<file path="src/rtl/display_pkg.sv">
// Shared display definitions: FSM states, blanking constants and the hex glyph table.
package display_pkg;

  typedef enum logic {
    IDLE,
    SHOW
  } state_t;

  localparam logic [6:0] SEG_BLANK = 7'h7F;
  localparam logic [3:0] AN_OFF    = 4'hF;

  // Active-low {g,f,e,d,c,b,a} patterns for 0-F, lowercase b and d
  localparam logic [6:0] HEX_GLYPH [16] = '{
    7'h40, 7'h79, 7'h24, 7'h30,
    7'h19, 7'h12, 7'h02, 7'h78,
    7'h00, 7'h10, 7'h08, 7'h03,
    7'h46, 7'h21, 7'h06, 7'h0E
  };

  function automatic logic [3:0] digit_enable(input logic [1:0] idx);
    return ~(4'b0001 << idx);
  endfunction

endpackage

</file>
<file path="src/rtl/hex_to_seg.sv">
// Combinational nibble to active-low seven-segment pattern decoder.
module hex_to_seg
  import display_pkg::*;
(
  input  logic [3:0] nibble,
  output logic [6:0] seg
);

  assign seg = HEX_GLYPH[nibble];

endmodule

</file>
<file path="src/rtl/result_display.sv">
// Pages a captured 64-bit result across a 4-digit multiplexed seven-segment display.
// Optional last-page blinking is enabled by defining RESULT_DISPLAY_BLINK_EN.
module result_display
  import display_pkg::*;
#(
  parameter int REFRESH_DIV = 50000,
  parameter int BLINK_DIV   = 25000000
) (
  input  logic        clk,
  input  logic        rst,
  input  logic        load,
  input  logic [63:0] result,
  input  logic [1:0]  size_sel,
  input  logic        next,
  output logic        busy,
  output logic [1:0]  page,
  output logic [3:0]  an,
  output logic [6:0]  seg,
  output logic        dp
);

  localparam int RW = (REFRESH_DIV > 1) ? $clog2(REFRESH_DIV) : 1;

  if (REFRESH_DIV < 1 || BLINK_DIV < 1) begin : g_bad_param
    $error("result_display: REFRESH_DIV and BLINK_DIV must be >= 1");
  end

  state_t      state;
  logic [63:0] res_q;
  logic [1:0]  last_q;
  logic [RW-1:0] refresh_cnt;
  logic [1:0]  idx;
  logic [3:0]  nibble;
  logic [6:0]  glyph;
  logic        blink_blank;

  // Page FSM plus the refresh counter; counters hold at zero while idle
  always_ff @(posedge clk) begin
    if (rst) begin
      state       <= IDLE;
      busy        <= 1'b0;
      page        <= 2'd0;
      res_q       <= 64'd0;
      last_q      <= 2'd0;
      refresh_cnt <= '0;
      idx         <= 2'd0;
    end else begin
      case (state)
        IDLE: begin
          refresh_cnt <= '0;
          idx         <= 2'd0;
          if (load) begin
            res_q  <= result;
            last_q <= size_sel;
            page   <= 2'd0;
            busy   <= 1'b1;
            state  <= SHOW;
          end
        end
        SHOW: begin
          if (refresh_cnt == RW'(REFRESH_DIV - 1)) begin
            refresh_cnt <= '0;
            idx         <= idx + 2'd1;
          end else begin
            refresh_cnt <= refresh_cnt + RW'(1);
          end
          if (next) begin
            if (page == last_q) begin
              state       <= IDLE;
              busy        <= 1'b0;
              page        <= 2'd0;
              refresh_cnt <= '0;
              idx         <= 2'd0;
            end else begin
              page <= page + 2'd1;
            end
          end
        end
        default: begin
          state <= IDLE;
          busy  <= 1'b0;
          page  <= 2'd0;
        end
      endcase
    end
  end

`ifdef RESULT_DISPLAY_BLINK_EN
  localparam int BW = (BLINK_DIV > 1) ? $clog2(BLINK_DIV) : 1;

  logic [BW-1:0] blink_cnt;
  logic          blink_phase;

  // Blink timebase restarts from zero every time a new result is shown
  always_ff @(posedge clk) begin
    if (rst || state != SHOW) begin
      blink_cnt   <= '0;
      blink_phase <= 1'b0;
    end else if (blink_cnt == BW'(BLINK_DIV - 1)) begin
      blink_cnt   <= '0;
      blink_phase <= ~blink_phase;
    end else begin
      blink_cnt <= blink_cnt + BW'(1);
    end
  end

  assign blink_blank = (state == SHOW) && (page == last_q) && blink_phase;
`else
  assign blink_blank = 1'b0;
`endif

  assign nibble = res_q[{page, idx, 2'b00} +: 4];

  hex_to_seg u_hex_to_seg (
    .nibble(nibble),
    .seg   (glyph)
  );

  // The lit decimal point marks which page is on screen
  always_comb begin
    an  = AN_OFF;
    seg = SEG_BLANK;
    dp  = 1'b1;
    if (state == SHOW) begin
      an  = digit_enable(idx);
      seg = glyph;
      dp  = (idx == page) ? 1'b0 : 1'b1;
      if (blink_blank) begin
        an = AN_OFF;
        dp = 1'b1;
      end
    end
  end

endmodule

</file>
<file path="config.mk">
export PLATFORM = sky130hd
export DESIGN_NAME = result_display
export DESIGN_NICKNAME = d
export VERILOG_FILES = /design/src/rtl/display_pkg.sv /design/src/rtl/hex_to_seg.sv /design/src/rtl/result_display.sv
export SDC_FILE = /design/constraint.sdc
export NUM_CORES = 1
export LEC_CHECK = 0
export CAP_MARGIN = 20
export CORE_MARGIN = 1.5
export CORE_UTILIZATION = 35
export DETAILED_ROUTE_END_ITERATION = 10
export GPL_TIMING_DRIVEN = 1
export SETUP_SLACK_MARGIN = 0.5
export SLEW_MARGIN = 20
export SYNTH_ARGS = -nofsm -noshare
export SYNTH_HDL_FRONTEND = slang
export SYNTH_HIERARCHICAL = 1
export SYNTH_SLANG_ARGS = --single-unit
</file>
<file path="constraint.sdc">
create_clock -name clk -period 6.1 [get_ports clk]
set_input_delay 1.22 -clock clk [delete_from_list [all_inputs] [get_ports clk]]
set_output_delay 1.22 -clock clk [all_outputs]
set_load 0.005 [all_outputs]
</file>
==> summary.txt <==
Die width -> 113 um
Setup tns final -> 0 ps
Worst EP required -> 4880 ps
Pwr Total -> 1.39 mW
Fill cells -> 1,176
Post-synthesis sequential area ratio -> 41.5%
Tmin final -> 4960 ps
Area of the multi-input gates -> 0.00227 mm2
Final Instance Count excl. Fillers -> 716
CTS Buf Count -> 9
VDD IR max -> 170 uV
Std-Cell Rows -> 40
Syn avg cell area -> 8.51 um2
FF-to-FF Start -> state
Relative slew slack -> 48.9%
Drt pass-1 iters -> 4
Setup WS post-layout -> 1140 ps
Residual antenna-violating net count after detailed routing -> 0
Max Fanout on Critical Path -> 15
Fin util -> 45.7%
Via-to-Cell Ratio -> 4.98
DRT Wirelength -> 9960 um
Largest net degree at the start of global routing -> 72
Die Y-Extent -> 113 um
Final worst-path cycle share -> 81.3%
Synthesized instance count -> 499
Slew Limit Fails -> 0
Arrival @ worst endpoint -> 3740 ps
RSZ-0062 raised after global routing -> no
ANT cells -> 0
Placed cell count -> 700
Max_cap viols -> 0
CTS root buf -> clkbuf_16
I/O Pins -> 85
Post-CTS setup buffers -> 0
Worst skew pair latency -> 330 ps
Core ar. -> 0.0119 mm2
Least-Margin Pin Slew -> 766 ps
CTS sink cnt -> 88
Bufs on Longest Clock Path -> 2
Outcome -> finished clean
Share of layout cells above drive strength 1 -> 8.44%
Yosys cell types -> 46
Antenna violations before repair -> 0
Area after DPL -> 0.00512 mm2
H-tree levels -> 3
Worst Hold Depth -> 2
Worst R2R Setup Slack -> 4110 ps
Placement Setup Slack -> 1500 ps
Post-cts repair resize count -> 0
First-pass GRT wire length -> 16,200 um
Critical Path Start -> idx[0]
Cts hold-fix bufs -> 0
Critical path endpoint category -> primary output
Clock slew seen by the registers of the worst setup and hold paths -> 60 ps
Vias in the first global route -> 3,427
Setup CP Type -> flip-flop to primary output
Pleak -> 1.92 nW
Initial core utilization -> 35.6%
Launching element type of the critical path -> flip-flop
PortBufs -> 84
Post-synth EDFFs -> 0
Finished Cell Area -> 0.00544 mm2
FF-to-FF End -> page[0]
Main synth FF type -> dfxtp_1
Initial DRC count -> 211
Remaining global-route overflow -> 0
Die area -> 0.0128 mm2
Pwr Density -> 256 mW/mm2
Asr flop ratio synth -> 0%
#FFs+latches synth -> 88
Final Hold Fails -> 0
Final HPWL DP -> 7130 um
DRC Markers -> 0
Worst hold margin -> 453 ps
CTS tree -> built
NumNets Final -> 646
Fmax -> 0.202 GHz
Register area -> 0.00176 mm2
Mapped Area -> 0.00425 mm2
Vias -> 3,563
Hold Path Class -> flip-flop to flip-flop
YS warnings -> 6
Setup violators final -> 0
Critical Path End -> seg[3]
Synthesis-to-finish area growth -> 28.2%
Routability Congestion -> 0.783
Worst Skew -> 7.48 ps
Total track usage -> 15.8%
Avg WL per Cell -> 13.9 um
Post-Syn Nets -> 581
Cell depth of the worst flop-to-flop path -> 4
==> state kept, by name (all words and copies together) (netlist names) <==
name         flops
last_q           2
page             2
busy             1
idx              2
state            1
res_q           64
refresh_cnt     16
==> final cells by class <==
type	count	area share [%]
well taps	147	3.38
inverters	7	0.483
clock inverters	7	1.86
flip-flops and latches	88	32.4
clock buffers	9	4.14
repair buffers	89	16.0
multi-input cells	369	41.7
==> layer usage <==
metal / vias to the layer above / global-route usage, % / routed length, um
li1: 1811 / - / -
met1: 1660 / 19.7 / 4580
met2: 82 / 27.4 / 4890
met3: 10 / 3.43 / 360
met4: 0 / 4.83 / 129
met5: - / 0 / 0
==> cells in the mapped netlist, types with 2 or more instances <==
cell type | n | area share (%)
buf_2 | 9 | 1.1
a21oi_1 | 71 | 8.4
ha_1 | 12 | 3.5
and2_1 | 3 | 0.44
nand3_1 | 12 | 1.4
and4_1 | 2 | 0.41
o21ai_1 | 2 | 0.24
o21a_1 | 2 | 0.35
buf_6 | 4 | 1.1
buf_4 | 6 | 1.1
mux2i_1 | 8 | 1.9
nor2b_1 | 3 | 0.44
a22oi_1 | 3 | 0.53
inv_1 | 7 | 0.62
nor4_1 | 3 | 0.44
mux4_2 | 16 | 8.5
xor2_1 | 5 | 1.0
nor3_1 | 2 | 0.24
xnor2_1 | 12 | 2.5
or3_1 | 2 | 0.29
nand2b_1 | 11 | 1.6
nor2_1 | 27 | 2.4
clkbuf_1 | 15 | 1.3
dfxtp_1 | 88 | 41
nand2_1 | 147 | 13
nand4_1 | 7 | 1.0
==> critical path, stage by stage, from the launching register on <==
cell and delay [ps]:
dfxtp_1 490, buf_4 350, mux4_2 550, a22oi_1 290, nand3_1 270, inv_1 200, ha_1 140, inv_1 50
mux4_2 450, nand2b_1 150, clkdlybuf4s50_1 470
==> how the worst min path moves through the flow <==
stage | startpoint | end | slack (ps)
after floorplan | res_q[44] | res_q[44] | 430
after global placement | res_q[25] | res_q[25] | 440
after detailed placement | res_q[22] | res_q[22] | 450
after CTS | res_q[22] | res_q[22] | 460
after global routing | res_q[12] | res_q[12] | 480
final | res_q[48] | res_q[48] | 450
==> placed cells by master, fill, tap and decap left out, types with 3 or more instances in the layout <==
cell             instances
ha_1                    12
dfxtp_1                 88
nand3_1                 12
clkbuf_16                9
inv_1                    7
nor4_1                   3
xnor2_1                 12
xor2_1                   5
a22oi_1                  3
buf_4                    5
nand2_1                147
mux4_2                  16
nor2_1                  27
and2_1                   3
clkdlybuf4s50_1         83
nand2b_1                10
mux2i_1                  8
a21oi_1                 71
nand4_1                  7
==> power breakdown <==
part	switching (mW)	leakage [nW]	internal, mW	total (mW)
logic	0.0778	1.05	0.0917	0.170
clock network	0.237	0.158	0.364	0.600
registers	0.0188	0.720	0.603	0.621
==> cell families after synthesis <==
kind of cell | count (synthesis) | share of synthesized area (%)
muxes | 25 | 10.6
AOI/OAI and AO/OA | 88 | 11.3
and+or+nand+nor | 227 | 24.2
xor gates and xnor gates | 17 | 3.51
buffers and inverters | 42 | 5.25
DFF | 88 | 41.5
adders and majority gates | 12 | 3.54
(Power assumes the default switching activity.)
